File: src/rtl/ws2812_pixel_rx.sv
// ws2812_pixel_rx: one-wire WS2812-style LED-string receiver.
// Decodes pulse-width-coded bits into 24-bit GRB pixels, counts pixels per
// frame, detects the latch gap and forwards the stream after its own pixel.
//
// Ports
//   wb_clk_i      system clock
//   wb_rst_i      synchronous reset, active-high
//   din           asynchronous serial line from the pad
//   dout          forwarded serial line (registered copy of din_s)
//   pixel_data    last decoded pixel {G,R,B}
//   pixel_valid   1-cycle pulse qualifying pixel_data / pixel_index
//   pixel_index   0-based index of pixel_data in the current frame
//   frame_done    1-cycle pulse at the latch gap
//   frame_pixels  complete pixels in the last frame
//   overflow      sticky: more than MAX_PIXELS pixels in a frame
//   error         sticky: glitch, overlong high, or partial pixel at latch
//   clear         clears error and overflow
//
// state  | meaning
// S_SYNC | lost or unknown framing; wait for T_RESET clocks of low
// S_IDLE | between frames; wait for the first rising edge
// S_HIGH | measuring a high pulse
// S_LOW  | measuring the low time after a bit
module ws2812_pixel_rx #(
  parameter int T_MIN_HIGH = 4,
  parameter int T_THRESH   = 24,
  parameter int T_MAX_HIGH = 60,
  parameter int T_RESET    = 2000,
  parameter int MAX_PIXELS = 255
) (
  input  logic        wb_clk_i,
  input  logic        wb_rst_i,
  input  logic        din,
  output logic        dout,
  output logic [23:0] pixel_data,
  output logic        pixel_valid,
  output logic [7:0]  pixel_index,
  output logic        frame_done,
  output logic [7:0]  frame_pixels,
  output logic        overflow,
  output logic        error,
  input  logic        clear
);

  localparam int WW = $clog2(T_RESET + 1);
  localparam logic [WW-1:0] W_ONE = WW'(1);
  localparam logic [WW-1:0] W_MIN = WW'(T_MIN_HIGH);
  localparam logic [WW-1:0] W_THR = WW'(T_THRESH);
  localparam logic [WW-1:0] W_MAX = WW'(T_MAX_HIGH);
  localparam logic [WW-1:0] W_RST = WW'(T_RESET);
  localparam logic [7:0]    PIX_MAX = 8'(MAX_PIXELS);

  typedef enum logic [1:0] {S_SYNC, S_IDLE, S_HIGH, S_LOW} state_t;

  state_t        r_state, w_state_nxt;
  logic          r_din_m, r_din_s, r_din_d;
  logic [WW-1:0] r_width, w_width_nxt;
  logic [23:0]   r_shift;
  logic [4:0]    r_bit_cnt;
  logic [7:0]    r_pix_cnt;
  logic          r_fwd_en;
  logic          w_rise, w_fall, w_shift, w_bit_val, w_latch, w_err_evt, w_pix_done;

  always_ff @(posedge wb_clk_i) begin
    if (wb_rst_i) begin
      r_din_m <= 1'b0;
      r_din_s <= 1'b0;
      r_din_d <= 1'b0;
    end else begin
      r_din_m <= din;
      r_din_s <= r_din_m;
      r_din_d <= r_din_s;
    end
  end

  assign w_rise     = r_din_s & ~r_din_d;
  assign w_fall     = ~r_din_s & r_din_d;
  assign w_bit_val  = (r_width >= W_THR);
  assign w_pix_done = (r_bit_cnt == 5'd24);

  always_ff @(posedge wb_clk_i) begin
    if (wb_rst_i) begin
      r_state <= S_SYNC;
      r_width <= '0;
    end else begin
      r_state <= w_state_nxt;
      r_width <= w_width_nxt;
    end
  end

  // A latch is taken once the registered low count has reached T_RESET, so a
  // rising edge arriving in that same clock closes the frame and starts a bit.
  always_comb begin
    w_state_nxt = r_state;
    case (r_state)
      S_SYNC: if (r_width >= W_RST) w_state_nxt = w_rise ? S_HIGH : S_IDLE;
      S_IDLE: if (w_rise) w_state_nxt = S_HIGH;
      S_HIGH: begin
        if (w_fall) w_state_nxt = (r_width < W_MIN) ? S_SYNC : S_LOW;
        else if (r_width >= W_MAX) w_state_nxt = S_SYNC;
      end
      S_LOW: begin
        if (r_width >= W_RST) w_state_nxt = w_rise ? S_HIGH : S_IDLE;
        else if (w_rise) w_state_nxt = S_HIGH;
      end
      default: w_state_nxt = S_SYNC;
    endcase
  end

  // r_width counts the clocks of the current level already seen; the clock
  // that detects an edge counts as the first clock of the new level.
  always_comb begin
    w_width_nxt = r_width;
    w_shift     = 1'b0;
    w_latch     = 1'b0;
    w_err_evt   = 1'b0;
    case (r_state)
      S_SYNC: begin
        if (r_width >= W_RST && w_rise) w_width_nxt = W_ONE;
        else if (r_din_s) w_width_nxt = '0;
        else if (r_width < W_RST) w_width_nxt = r_width + W_ONE;
      end
      S_IDLE: if (w_rise) w_width_nxt = W_ONE;
      S_HIGH: begin
        if (w_fall) begin
          if (r_width < W_MIN) begin
            w_err_evt   = 1'b1;
            w_width_nxt = '0;
          end else begin
            w_shift     = 1'b1;
            w_width_nxt = W_ONE;
          end
        end else if (r_width >= W_MAX) begin
          w_err_evt   = 1'b1;
          w_width_nxt = '0;
        end else begin
          w_width_nxt = r_width + W_ONE;
        end
      end
      S_LOW: begin
        if (r_width >= W_RST) w_latch = 1'b1;
        if (w_rise) w_width_nxt = W_ONE;
        else if (r_width < W_RST) w_width_nxt = r_width + W_ONE;
      end
      default: w_width_nxt = '0;
    endcase
  end

  // Later assignments take priority: an error event beats clear and any
  // simultaneous completion bookkeeping.
  always_ff @(posedge wb_clk_i) begin
    if (wb_rst_i) begin
      r_shift      <= '0;
      r_bit_cnt    <= '0;
      r_pix_cnt    <= '0;
      r_fwd_en     <= 1'b0;
      dout         <= 1'b0;
      pixel_data   <= '0;
      pixel_valid  <= 1'b0;
      pixel_index  <= '0;
      frame_done   <= 1'b0;
      frame_pixels <= '0;
      overflow     <= 1'b0;
      error        <= 1'b0;
    end else begin
      pixel_valid <= 1'b0;
      frame_done  <= 1'b0;
      if (clear) begin
        error    <= 1'b0;
        overflow <= 1'b0;
      end
      if (w_shift) begin
        r_shift   <= {r_shift[22:0], w_bit_val};
        r_bit_cnt <= r_bit_cnt + 5'd1;
      end
      if (w_pix_done) begin
        pixel_valid <= 1'b1;
        pixel_data  <= r_shift;
        pixel_index <= r_pix_cnt;
        r_bit_cnt   <= '0;
        r_fwd_en    <= 1'b1;
        if (r_pix_cnt == PIX_MAX) overflow <= 1'b1;
        else r_pix_cnt <= r_pix_cnt + 8'd1;
      end
      if (w_latch) begin
        frame_done   <= 1'b1;
        frame_pixels <= r_pix_cnt;
        r_pix_cnt    <= '0;
        r_bit_cnt    <= '0;
        r_fwd_en     <= 1'b0;
        if (r_bit_cnt != 5'd0) error <= 1'b1;
      end
      if (w_err_evt) begin
        error     <= 1'b1;
        r_bit_cnt <= '0;
        r_pix_cnt <= '0;
        r_fwd_en  <= 1'b0;
      end
      dout <= r_fwd_en & r_din_s & ~w_latch & ~w_err_evt & (r_state != S_SYNC);
    end
  end

endmodule
File: config.mk
export PLATFORM = sky130hd
export DESIGN_NAME = ws2812_pixel_rx
export DESIGN_NICKNAME = d
export VERILOG_FILES = /design/src/rtl/ws2812_pixel_rx.sv
export SDC_FILE = /design/constraint.sdc
export NUM_CORES = 1
export LEC_CHECK = 0
export ABC_AREA = 1
export CAP_MARGIN = 5
export CORE_MARGIN = 3
export CORE_UTILIZATION = 40
export DETAILED_ROUTE_END_ITERATION = 6
export GPL_TIMING_DRIVEN = 0
export HOLD_SLACK_MARGIN = 0.1
export SLEW_MARGIN = 20
export SYNTH_ARGS = -nofsm -noshare
export SYNTH_HDL_FRONTEND = slang
export SYNTH_SLANG_ARGS = --single-unit
File: constraint.sdc
create_clock -name wb_clk_i -period 3.35 [get_ports wb_clk_i]
set_input_delay 0.67 -clock wb_clk_i [delete_from_list [all_inputs] [get_ports wb_clk_i]]
set_output_delay 0.67 -clock wb_clk_i [all_outputs]
set_load 0.01 [all_outputs]
; ---- Word level (Yosys, flattened, before mapping)
; Cells that the tools add are included.
; W data, S select, Z words.
[op_classes]
add_sub_neg = 3
n_lt_le_gt_ge = 5
reduce_logical = 8
n_mul = 0
muxes = 35
n_div = 0
eq_ne = 8
n_shift = 0
bitwise_logic = 11
[op_table]
columns = operator, n
row1 = $mux W11, 7
row2 = $pmux W11 S4, 1
row3 = $mux W1, 19
row4 = $mux W2, 7
row5 = $add A11 B1 Y11 const B, 1
row6 = $ge A11 B11 Y1 const B, 1
row7 = $ge A11 B5 Y1 const B, 1
row8 = $ge A11 B6 Y1 const B, 1
row9 = $lt A11 B11 Y1 const B, 1
row10 = $lt A11 B3 Y1 const B, 1
row11 = $add A8 B1 Y8 const B, 1
row12 = $eq A8 B8 Y1 const B, 1
row13 = $pmux W2 S4, 1
row14 = $and A1 B1 Y1, 6
row15 = $add A5 B1 Y5 const B, 1
row16 = $eq A5 B5 Y1 const B, 1
row17 = $not A1 Y1, 5
row18 = $reduce_bool A5 Y1, 1
row19 = $eq A2 B2 Y1 const B, 2
row20 = $ne A2 B2 Y1 const B, 2
row21 = $reduce_and A2 Y1, 2
row22 = $reduce_or A4 Y1, 1
row23 = $ne A3 B3 Y1 const B, 1
row24 = $reduce_or A3 Y1, 1
row25 = other kinds (4), 4
[word_totals]
rom_bits = 0
inputBits = 4
regBits = 99
word_cells = 87
output_inout_bits = 45
latchBits = 0
memories = 0
ram_bits = 0

; ---- Depth between registers and ports, before layout
; Gate-level depths: netlist of the first run.
[logic_depth]
word_depth = 7
mapped_depth = 11

; ---- Worst setup path before layout of the first run
; No wires, ideal clock.
[synth_path]
kind = in2reg
from = in wb_rst_i
to = reg r_width[9]
t_arrival_ns = 1.517
setup_ns = 0.070
path_stages = 6
path_slack_ns = 1.763
required_ns = 3.280
path_cell_list = buf_2 inv_1 buf_4 clkbuf_1 o21ai_0 a21oi_1
[synth_lines]
columns = item, line
row1 = "start, declared", 32  ; input logic wb_rst_i,
row2 = "end signal, assigned", 87  ; r_width <= w_width_nxt;
row3 = "end, declared", 57  ; logic [WW-1:0] r_width, w_width_nxt;

; ---- Worst setup path after layout of the first run
[layout_path]
from = reg pixel_data[3]
to = out pixel_data[3]
[layout_lines]
columns = item, line
row1 = "start, declared", 35  ; output logic [23:0] pixel_data,
row2 = "start signal, assigned", 178  ; pixel_data <= r_shift;
; No word-level cell between the ends.

==> impl_results.html, run 1 <==
<table>
<tr><th>Metric</th><th>Value</th></tr>
<tr><th colspan="2">Drt</th></tr>
<tr><td>Via count of the routed design</td><td>3678</td></tr>
<tr><td>Number of iterations in the first detailed-routing pass</td><td>4</td></tr>
<tr><td>Routed length per placed instance</td><td>12.7 µm</td></tr>
<tr><td>Total wire length</td><td>9580 µm</td></tr>
<tr><td>Antenna Violating Nets Remaining</td><td>0</td></tr>
<tr><td>Vias/cell</td><td>4.88</td></tr>
<tr><td>DRC violation count after routing</td><td>0</td></tr>
<tr><td>Iter 0 DRT Violations</td><td>165</td></tr>
<tr><th colspan="2">Synth</th></tr>
<tr><td>Sequential fraction of the synthesis area</td><td>47.3%</td></tr>
<tr><td>Main area contributors after synthesis</td><td>sky130_fd_sc_hd__dfxtp_1 47%, sky130_fd_sc_hd__nand2_1 9.0%, sky130_fd_sc_hd__a21oi_1 8.5%</td></tr>
<tr><td>Mean post-synth cell area</td><td>7.53 µm²</td></tr>
<tr><td>Summed instance area of the synthesized netlist</td><td>4190 µm²</td></tr>
<tr><td>Area share of the leading cell type in the synthesized netlist</td><td>47.3%</td></tr>
<tr><td>Yosys warns</td><td>0</td></tr>
<tr><td>Async set-or-reset flop fraction in the synthesized netlist</td><td>0%</td></tr>
<tr><td>Most instantiated flip-flop cell in the synthesis netlist</td><td>sky130_fd_sc_hd__dfxtp_1</td></tr>
<tr><td>Cell taking the most area after synthesis</td><td>sky130_fd_sc_hd__dfxtp_1</td></tr>
<tr><td>Number of synthesized flops with an enable pin</td><td>0</td></tr>
<tr><td>Top cells by instance count after synthesis</td><td>100 x sky130_fd_sc_hd__nand2_1, 99 x sky130_fd_sc_hd__dfxtp_1, 71 x sky130_fd_sc_hd__a21oi_1</td></tr>
<tr><td>Number of instances in the synthesized netlist</td><td>557</td></tr>
<tr><td>Synthesized netlist net count</td><td>566</td></tr>
<tr><td>Post-synthesis register bit count</td><td>99</td></tr>
<tr><td>Most frequently used cell type in the post-synthesis netlist</td><td>sky130_fd_sc_hd__nand2_1</td></tr>
<tr><td>Count of different cell masters after synthesis</td><td>35</td></tr>
<tr><th colspan="2">Power</th></tr>
<tr><td>Clk network pwr share</td><td>40.2%</td></tr>
<tr><td>Internal power summed over all cells</td><td>0.00163 W</td></tr>
<tr><td>Switching pwr</td><td>0.000465 W</td></tr>
<tr><td>Power per unit of standard cell area</td><td>415 nW/µm²</td></tr>
<tr><td>Switch share</td><td>22.2%</td></tr>
<tr><td>Total power</td><td>0.00209 W</td></tr>
<tr><td>LEAKAGE</td><td>1.97 nW</td></tr>
<tr><td>Sequential Power Share</td><td>56.6%</td></tr>
<tr><td>IR Drop Worst-Case VDD</td><td>0.211 mV</td></tr>
<tr><td>Combinational cell fraction of total power</td><td>3.2%</td></tr>
<tr><th colspan="2">Floorplanning</th></tr>
<tr><td>Core footprint</td><td>10000 µm²</td></tr>
<tr><td>Die height</td><td>108 µm</td></tr>
<tr><td>Die Footprint</td><td>11700 µm²</td></tr>
<tr><td>Number of standard-cell rows in the floorplan</td><td>36</td></tr>
<tr><td>Starting density of the core</td><td>41.9%</td></tr>
<tr><td>Count of boundary I/O pins</td><td>49</td></tr>
<tr><td>Chip Width</td><td>108 µm</td></tr>
<tr><th colspan="2">Global route</th></tr>
<tr><td>GRT met3 Usage</td><td>3.58%</td></tr>
<tr><td>Grt peak-use layer</td><td>met2</td></tr>
<tr><td>Number of global-route vias before repair</td><td>3496</td></tr>
<tr><td>Initial antenna violation count</td><td>0</td></tr>
<tr><td>Maximum number of pins on one net before global-route repair</td><td>17</td></tr>
<tr><td>GR Util met2</td><td>29.0%</td></tr>
<tr><td>Global router's overall resource usage</td><td>17.2%</td></tr>
<tr><td>Met1 Usage GRT</td><td>21.7%</td></tr>
<tr><td>Congestion Overflow GR</td><td>0</td></tr>
<tr><td>Global-route wire length before repair</td><td>16100 µm</td></tr>
<tr><th colspan="2">Cells and area</th></tr>
<tr><td>Final #Nets</td><td>624</td></tr>
<tr><td>Area growth from synthesis to layout</td><td>20.3%</td></tr>
<tr><td>Utilization after layout</td><td>50.4%</td></tr>
<tr><td>Number of cells in the finished layout apart from fillers</td><td>753</td></tr>
<tr><td>Number of antenna repair diodes</td><td>0</td></tr>
<tr><td>Layout cells sized above 1</td><td>9.68%</td></tr>
<tr><td>Filler cell count</td><td>1009</td></tr>
<tr><th colspan="2">Placement</th></tr>
<tr><td>Hpwl dp</td><td>7010 µm</td></tr>
<tr><td>Placed cell count</td><td>737</td></tr>
<tr><td>GP Congestion</td><td>0.854</td></tr>
<tr><td>Count of port buffers added during placement</td><td>47</td></tr>
<tr><td>Setup slack at placement</td><td>1.25 ns</td></tr>
<tr><th colspan="2">STA</th></tr>
<tr><td># setup viols final</td><td>0</td></tr>
<tr><td>Worst-case headroom to the max-slew limit</td><td>66.1%</td></tr>
<tr><td>Fmax</td><td>511 MHz</td></tr>
<tr><td>Transition time of the tightest slew-check pin</td><td>0.508 ns</td></tr>
<tr><td>Clock period minus final worst setup slack</td><td>1.96 ns</td></tr>
<tr><td>Final Hold Vio Count</td><td>0</td></tr>
<tr><td>Final Slew Violations</td><td>0</td></tr>
<tr><td>RSZ-0062 raised after global routing</td><td>false</td></tr>
<tr><td>Final clock period utilization by the worst path</td><td>58.4%</td></tr>
<tr><td>Setup tns final</td><td>0 ns</td></tr>
<tr><td>Final critical-path setup slack</td><td>1.39 ns</td></tr>
<tr><td>Fin Clk Skew</td><td>0.0107 ns</td></tr>
<tr><th colspan="2">Clock tree</th></tr>
<tr><td>Post-CTS resize count</td><td>0</td></tr>
<tr><td>Number of sinks on the clock net</td><td>99</td></tr>
<tr><td>CTS H-tree depth</td><td>3</td></tr>
<tr><td>Total CTS buffers</td><td>9</td></tr>
<tr><td>Reg clk slew, reported paths</td><td>0.09 ns</td></tr>
<tr><td>CTS max path bufs</td><td>2</td></tr>
<tr><td>Count of buffers added by post-CTS timing repair for setup</td><td>0</td></tr>
<tr><td>Clock latency on the worst-skew pair</td><td>0.37 ns</td></tr>
<tr><td>Hold buffers post-CTS</td><td>0</td></tr>
<tr><td>Clock tree from TritonCTS</td><td>done</td></tr>
<tr><td>Clock root buffer</td><td>sky130_fd_sc_hd__clkbuf_8</td></tr>
<tr><th colspan="2">Worst setup path</th></tr>
<tr><td>Buffer and inverter count on the worst path</td><td>1</td></tr>
<tr><td>Setup Crit Path Kind</td><td>flop to output pin</td></tr>
<tr><td>Critical path capture point type</td><td>output pin</td></tr>
<tr><td>Worst path arrival time</td><td>1.29 ns</td></tr>
<tr><td>Maximum single-stage delay on the critical path</td><td>0.55 ns</td></tr>
<tr><td>Crit path required time</td><td>2.68 ns</td></tr>
<tr><td>Highest net fanout along the worst path</td><td>2</td></tr>
<tr><td>Startpoint kind of the worst setup timing path</td><td>flop</td></tr>
<tr><td>Cell with the largest stage delay on the worst path</td><td>sky130_fd_sc_hd__clkdlybuf4s50_1</td></tr>
<tr><td>Critical path's top delay family</td><td>buffers and inverters</td></tr>
<tr><td>Critical Path, Cell by Cell</td><td>clkdlybuf4s50_1</td></tr>
<tr><th colspan="2">Job</th></tr>
<tr><td>Max-cap check violation count</td><td>0</td></tr>
<tr><th colspan="2">Run status</th></tr>
<tr><td>Outcome</td><td>complete, no violations</td></tr>
<tr><th colspan="2">Min path</th></tr>
<tr><td>Path category of the worst min-delay check</td><td>flop to flop</td></tr>
</table>
==> per-stage QoR <==
step                      area (µm²)  hold slack (ns)
after floorplan                 4190            0.388
after global placement          4830            0.393
after detailed placement        4830            0.407
after CTS                       5040            0.419
after global routing            5040            0.457
final                           5040            0.415
==> kinds of logic (layout without fill, tap and decap cells) <==
group | Yosys count | in the layout | share of synthesized area (%)
AOI/OAI and AO/OA | 154 | 154 | 19.0
xor gates and xnor gates | 9 | 9 | 1.88
adders and majority gates | 5 | 5 | 1.49
buffers and inverters | 97 | 160 | 9.73
DFF | 99 | 99 | 47.3
and+or+nand+nor | 193 | 193 | 20.7
==> routing by layer <==
| layer | share of wire, % | up-vias |
|---|---|---|
| met5 | 0 | - |
| met1 | 48 | 1685 |
| met4 | 1.3 | 0 |
| met3 | 3.5 | 10 |
| li1 | - | 1919 |
| met2 | 47 | 64 |
==> registers in the layout, indices dropped and copies added (netlist names) <==
signal        count
frame_pixels      8
r_pix_cnt         8
error             1
frame_done        1
r_din_m           1
pixel_index       8
pixel_data       24
overflow          1
r_bit_cnt         5
dout              1
r_fwd_en          1
r_state           2
r_din_d           1
r_width          11
r_shift          24
pixel_valid       1
r_din_s           1
==> path summary, 6_finish.rpt <==
kind / start / to / slack, ns / cells after the start
setup / recovery: pixel_data[3] / pixel_data[3] / 1.39 / 1
hold / removal: r_din_m / r_din_s / 0.41 / 2
setup reg to reg: r_bit_cnt[0] / pixel_data[19] / 1.55 / 7
hold reg to reg: r_din_m / r_din_s / 0.41 / 2
==> area by class of cell <==
class	instances	area [µm²]	share of cell area [%]
flip-flops and latches	99	1980	39.3
inverters	74	280	5.56
multi-input cells	361	1800	35.7
well taps	133	166	3.30
clock inverters	6	87.6	1.74
clock buffers	10	128	2.53
repair buffers	47	470	9.33
plain buffers	23	128	2.53
==> power groups by stage <==
stage | clock, W | sequential [W] | combinational, W
after floorplan | 0 | 0.00121 | 0.0000500
after global placement | 0 | 0.00121 | 0.0000664
after detailed placement | 0 | 0.00121 | 0.0000679
after CTS | 0.000870 | 0.00118 | 0.0000684
after global routing | 0.000914 | 0.00118 | 0.0000781
final | 0.000840 | 0.00118 | 0.0000675
==> cell usage in the layout (no fill, tap or decap), drive strengths merged, types with 3 or more instances in the layout <==
cell,n
o21ai,77
clkinv,3
nand2,105
buf,13
xnor2,3
inv,75
xor2,6
a21oi,71
nor2,47
ha,5
nand3,34
clkdlybuf4s50,47
clkbuf,20
nor3,4
dfxtp,99
Note: power is estimated with default switching activity, not from simulation.
==> run 2: changes to the inputs <==
==> constraint.sdc (replaced) <==
create_clock -name wb_clk_i -period 1.85 [get_ports wb_clk_i]
set_input_delay 0.37 -clock wb_clk_i [delete_from_list [all_inputs] [get_ports wb_clk_i]]
set_output_delay 0.37 -clock wb_clk_i [all_outputs]
set_load 0.01 [all_outputs]
==> run 2 against run 1 <==
  * Sequential power up 81%
  * Clock skew down 0.00061 ns
  * Clock-buffer cell count unchanged
  * Cell area about the same
  * Non-clock buffer count unchanged
==> impl_results.html, run 2 (synthesized netlist as in run 1, its figures left out) <==
<table>
<tr><th>Metric</th><th>Value</th></tr>
<tr><th colspan="2">Run status</th></tr>
<tr><td>Outcome</td><td>complete, no violations</td></tr>
<tr><th colspan="2">Worst setup path</th></tr>
<tr><td>Slack of the worst reg-to-reg path</td><td>0.21 ns</td></tr>
<tr><td>Critical R2R Launch</td><td>r_bit_cnt[0]</td></tr>
<tr><td>Buffer and inverter count on the worst path</td><td>1</td></tr>
<tr><td>Highest net fanout along the worst path</td><td>2</td></tr>
<tr><td>Cell with the largest stage delay on the worst path</td><td>sky130_fd_sc_hd__clkdlybuf4s50_1</td></tr>
<tr><td>Critical path's top delay family</td><td>buffers and inverters</td></tr>
<tr><td>Cells on worst reg2reg path</td><td>7</td></tr>
<tr><td>Critical path capture point type</td><td>output pin</td></tr>
<tr><td>Critical Path, Cell by Cell</td><td>clkdlybuf4s50_1</td></tr>
<tr><td>Startpoint kind of the worst setup timing path</td><td>flop</td></tr>
<tr><td>Crit path required time</td><td>1.48 ns</td></tr>
<tr><td>Setup Crit Path Kind</td><td>flop to output pin</td></tr>
<tr><td>Maximum single-stage delay on the critical path</td><td>0.55 ns</td></tr>
<tr><td>Worst path arrival time</td><td>1.29 ns</td></tr>
<tr><td>Endpoint of the worst-slack reg-to-reg timing path</td><td>pixel_data[19]</td></tr>
<tr><th colspan="2">STA</th></tr>
<tr><td>RSZ-0062 raised after global routing</td><td>false</td></tr>
<tr><td>Clock period minus final worst setup slack</td><td>1.66 ns</td></tr>
<tr><td>Final Hold Vio Count</td><td>0</td></tr>
<tr><td>Fmax</td><td>604 MHz</td></tr>
<tr><td># setup viols final</td><td>0</td></tr>
<tr><td>Transition time of the tightest slew-check pin</td><td>0.508 ns</td></tr>
<tr><td>Final Slew Violations</td><td>0</td></tr>
<tr><td>Worst-case headroom to the max-slew limit</td><td>66.1%</td></tr>
<tr><td>Fin Clk Skew</td><td>0.0101 ns</td></tr>
<tr><td>Final clock period utilization by the worst path</td><td>89.5%</td></tr>
<tr><td>Setup tns final</td><td>0 ns</td></tr>
<tr><td>Minimum hold slack</td><td>0.328 ns</td></tr>
<tr><th colspan="2">Drt</th></tr>
<tr><td>Iter 0 DRT Violations</td><td>159</td></tr>
<tr><td>Antenna Violating Nets Remaining</td><td>0</td></tr>
<tr><td>Total wire length</td><td>9580 µm</td></tr>
<tr><td>Number of iterations in the first detailed-routing pass</td><td>5</td></tr>
<tr><td>Vias/cell</td><td>4.90</td></tr>
<tr><td>Via count of the routed design</td><td>3687</td></tr>
<tr><td>Routed length per placed instance</td><td>12.7 µm</td></tr>
<tr><td>DRC violation count after routing</td><td>0</td></tr>
<tr><th colspan="2">Min path</th></tr>
<tr><td>Hold-critical path endpoint</td><td>pixel_index[3]</td></tr>
<tr><td>HP Start</td><td>wb_rst_i</td></tr>
<tr><td>Instance count along the most critical hold path</td><td>2</td></tr>
<tr><td>Path category of the worst min-delay check</td><td>input pin to flop</td></tr>
<tr><th colspan="2">Global route</th></tr>
<tr><td>Global router's overall resource usage</td><td>17.2%</td></tr>
<tr><td>GR Util met2</td><td>29.0%</td></tr>
<tr><td>Grt peak-use layer</td><td>met2</td></tr>
<tr><td>Maximum number of pins on one net before global-route repair</td><td>17</td></tr>
<tr><td>Met1 Usage GRT</td><td>21.7%</td></tr>
<tr><td>Global-route wire length before repair</td><td>16100 µm</td></tr>
<tr><td>GRT met3 Usage</td><td>3.58%</td></tr>
<tr><td>Congestion Overflow GR</td><td>0</td></tr>
<tr><td>Number of global-route vias before repair</td><td>3496</td></tr>
<tr><td>Initial antenna violation count</td><td>0</td></tr>
<tr><th colspan="2">Cells and area</th></tr>
<tr><td>Layout cells sized above 1</td><td>10.0%</td></tr>
<tr><td>Most frequent cells in the layout</td><td>100 x sky130_fd_sc_hd__nand2_1, 99 x sky130_fd_sc_hd__dfxtp_1, 71 x sky130_fd_sc_hd__a21oi_1</td></tr>
<tr><td>Area growth from synthesis to layout</td><td>20.4%</td></tr>
<tr><td>Area taken by multi-input logic gates</td><td>1800 µm²</td></tr>
<tr><td>Filler cell count</td><td>1008</td></tr>
<tr><td>Area used by sequential logic in the layout</td><td>1980 µm²</td></tr>
<tr><td>Most frequent standard cell in the layout excluding fill and tap cells</td><td>sky130_fd_sc_hd__nand2_1</td></tr>
<tr><td>Final #Nets</td><td>624</td></tr>
<tr><td>Leading registers by flop count</td><td>pixel_data (24), r_shift (24), r_width (11)</td></tr>
<tr><td>Number of antenna repair diodes</td><td>0</td></tr>
<tr><th colspan="2">Job</th></tr>
<tr><td>Max-cap check violation count</td><td>0</td></tr>
<tr><th colspan="2">Power</th></tr>
<tr><td>LEAKAGE</td><td>1.97 nW</td></tr>
<tr><td>Power per unit of standard cell area</td><td>751 nW/µm²</td></tr>
<tr><td>IR Drop Worst-Case VDD</td><td>0.381 mV</td></tr>
<tr><th colspan="2">Placement</th></tr>
<tr><td>Count of port buffers added during placement</td><td>47</td></tr>
<tr><td>Hpwl dp</td><td>7010 µm</td></tr>
<tr><td>GP Congestion</td><td>0.854</td></tr>
<tr><th colspan="2">Floorplanning</th></tr>
<tr><td>Starting density of the core</td><td>41.9%</td></tr>
<tr><td>Die Footprint</td><td>11700 µm²</td></tr>
<tr><td>Count of boundary I/O pins</td><td>49</td></tr>
<tr><td>Core footprint</td><td>10000 µm²</td></tr>
<tr><td>Die height</td><td>108 µm</td></tr>
<tr><td>Number of standard-cell rows in the floorplan</td><td>36</td></tr>
<tr><td>Chip Width</td><td>108 µm</td></tr>
<tr><th colspan="2">Clock tree</th></tr>
<tr><td>CTS max path bufs</td><td>2</td></tr>
<tr><td>Reg clk slew, reported paths</td><td>0.09 ns</td></tr>
<tr><td>Total CTS buffers</td><td>9</td></tr>
<tr><td>CTS H-tree depth</td><td>3</td></tr>
<tr><td>Number of sinks on the clock net</td><td>99</td></tr>
<tr><td>Clock latency on the worst-skew pair</td><td>0.37 ns</td></tr>
<tr><td>Count of buffers added by post-CTS timing repair for setup</td><td>0</td></tr>
<tr><td>Clock tree from TritonCTS</td><td>done</td></tr>
<tr><td>Clock root buffer</td><td>sky130_fd_sc_hd__clkbuf_8</td></tr>
</table>
run 2: area by class of cell:
type | instances | share of cell area, %
Clock inverter | 6 | 1.74
Clock buffer | 10 | 2.53
Buffer | 23 | 2.58
Tap cell | 133 | 3.30
Inverter | 74 | 5.55
Multi-Input combinational cell | 361 | 35.7
Sequential cell | 99 | 39.3
Timing Repair Buffer | 47 | 9.32
run 2: worst max-delay path by stage:
stage             startpoint             end  slack, ns  cells past startpoint
2_1_floorplan   r_bit_cnt[0]    r_pix_cnt[2]       0.44                      8
3_3_place_gp    r_bit_cnt[0]  pixel_data[13]       0.04                      7
3_5_place_dp    r_bit_cnt[0]  pixel_data[22]       0.03                      7
4_1_cts         r_bit_cnt[0]  pixel_data[21]       0.02                      7
5_1_grt         r_bit_cnt[0]    r_pix_cnt[2]      0.006                      8
6_report       pixel_data[3]   pixel_data[3]       0.19                      1
run 2: timing repair:
action                                  in CTS  in global routing
hold endpoints to repair                     0                  0
endpoints found under the setup margin       0                 17
hold buffers                                 0                  0
gates resized for setup                      0                  4
run 2: through the flow:
| stage | utilization [%] | area [µm²] | power (W) | std cells | setup WS [ns] |
|---|---|---|---|---|---|
| finish | 50.5 | 5050 | 0.00379 | 753 | 0.195 |
| global placement | 48.3 | 4830 | 0.00231 | 737 | 0.0417 |
| CTS | 50.4 | 5040 | 0.00384 | 753 | 0.0183 |
| global route | 50.5 | 5050 | 0.00394 | 753 | 0.00596 |
| detailed placement | 48.3 | 4830 | 0.00232 | 737 | 0.0271 |
| floorplan | - | 4190 | 0.00228 | 557 | 0.437 |
run 2: per-layer routing:
layer	vias to the layer above	routed length [µm]	part of all wire, %
met4	0	112	1.2
met5	-	0	0
li1	1920	-	-
met1	1691	4550	47
met2	69	4500	47
met3	7	410	4.3
run 2: report_power, final:
part	leakage, nW	total [W]	internal, W	switching [W]
registers	0.798	0.00214	0.00214	0.00000654
logic	1.06	0.000123	0.0000396	0.0000830
clock network	0.111	0.00152	0.000768	0.000755
run 2: worst reg2reg max path, stage by stage (launching register included):
cell and delay (ns):
sky130_fd_sc_hd__dfxtp_1 0.33, sky130_fd_sc_hd__inv_1 0.10, sky130_fd_sc_hd__ha_1 0.17, sky130_fd_sc_hd__nand4_1 0.17, sky130_fd_sc_hd__inv_2 0.16, sky130_fd_sc_hd__clkbuf_2 0.24
sky130_fd_sc_hd__buf_2 0.26, sky130_fd_sc_hd__a21oi_1 0.10
==> run 3: changes to the inputs <==
--- a/config.mk
+++ b/config.mk
@@ -10,9 +10,10 @@
 export CORE_MARGIN = 3
 export CORE_UTILIZATION = 40
 export DETAILED_ROUTE_END_ITERATION = 6
+export GPL_ROUTABILITY_DRIVEN = 0
 export GPL_TIMING_DRIVEN = 0
 export HOLD_SLACK_MARGIN = 0.1
-export SLEW_MARGIN = 20
+export SLEW_MARGIN = 15
 export SYNTH_ARGS = -nofsm -noshare
 export SYNTH_HDL_FRONTEND = slang
 export SYNTH_SLANG_ARGS = --single-unit
==> results of run 3 <==
Same layout as run 2: the final DEF is identical, and so are final timing and power.
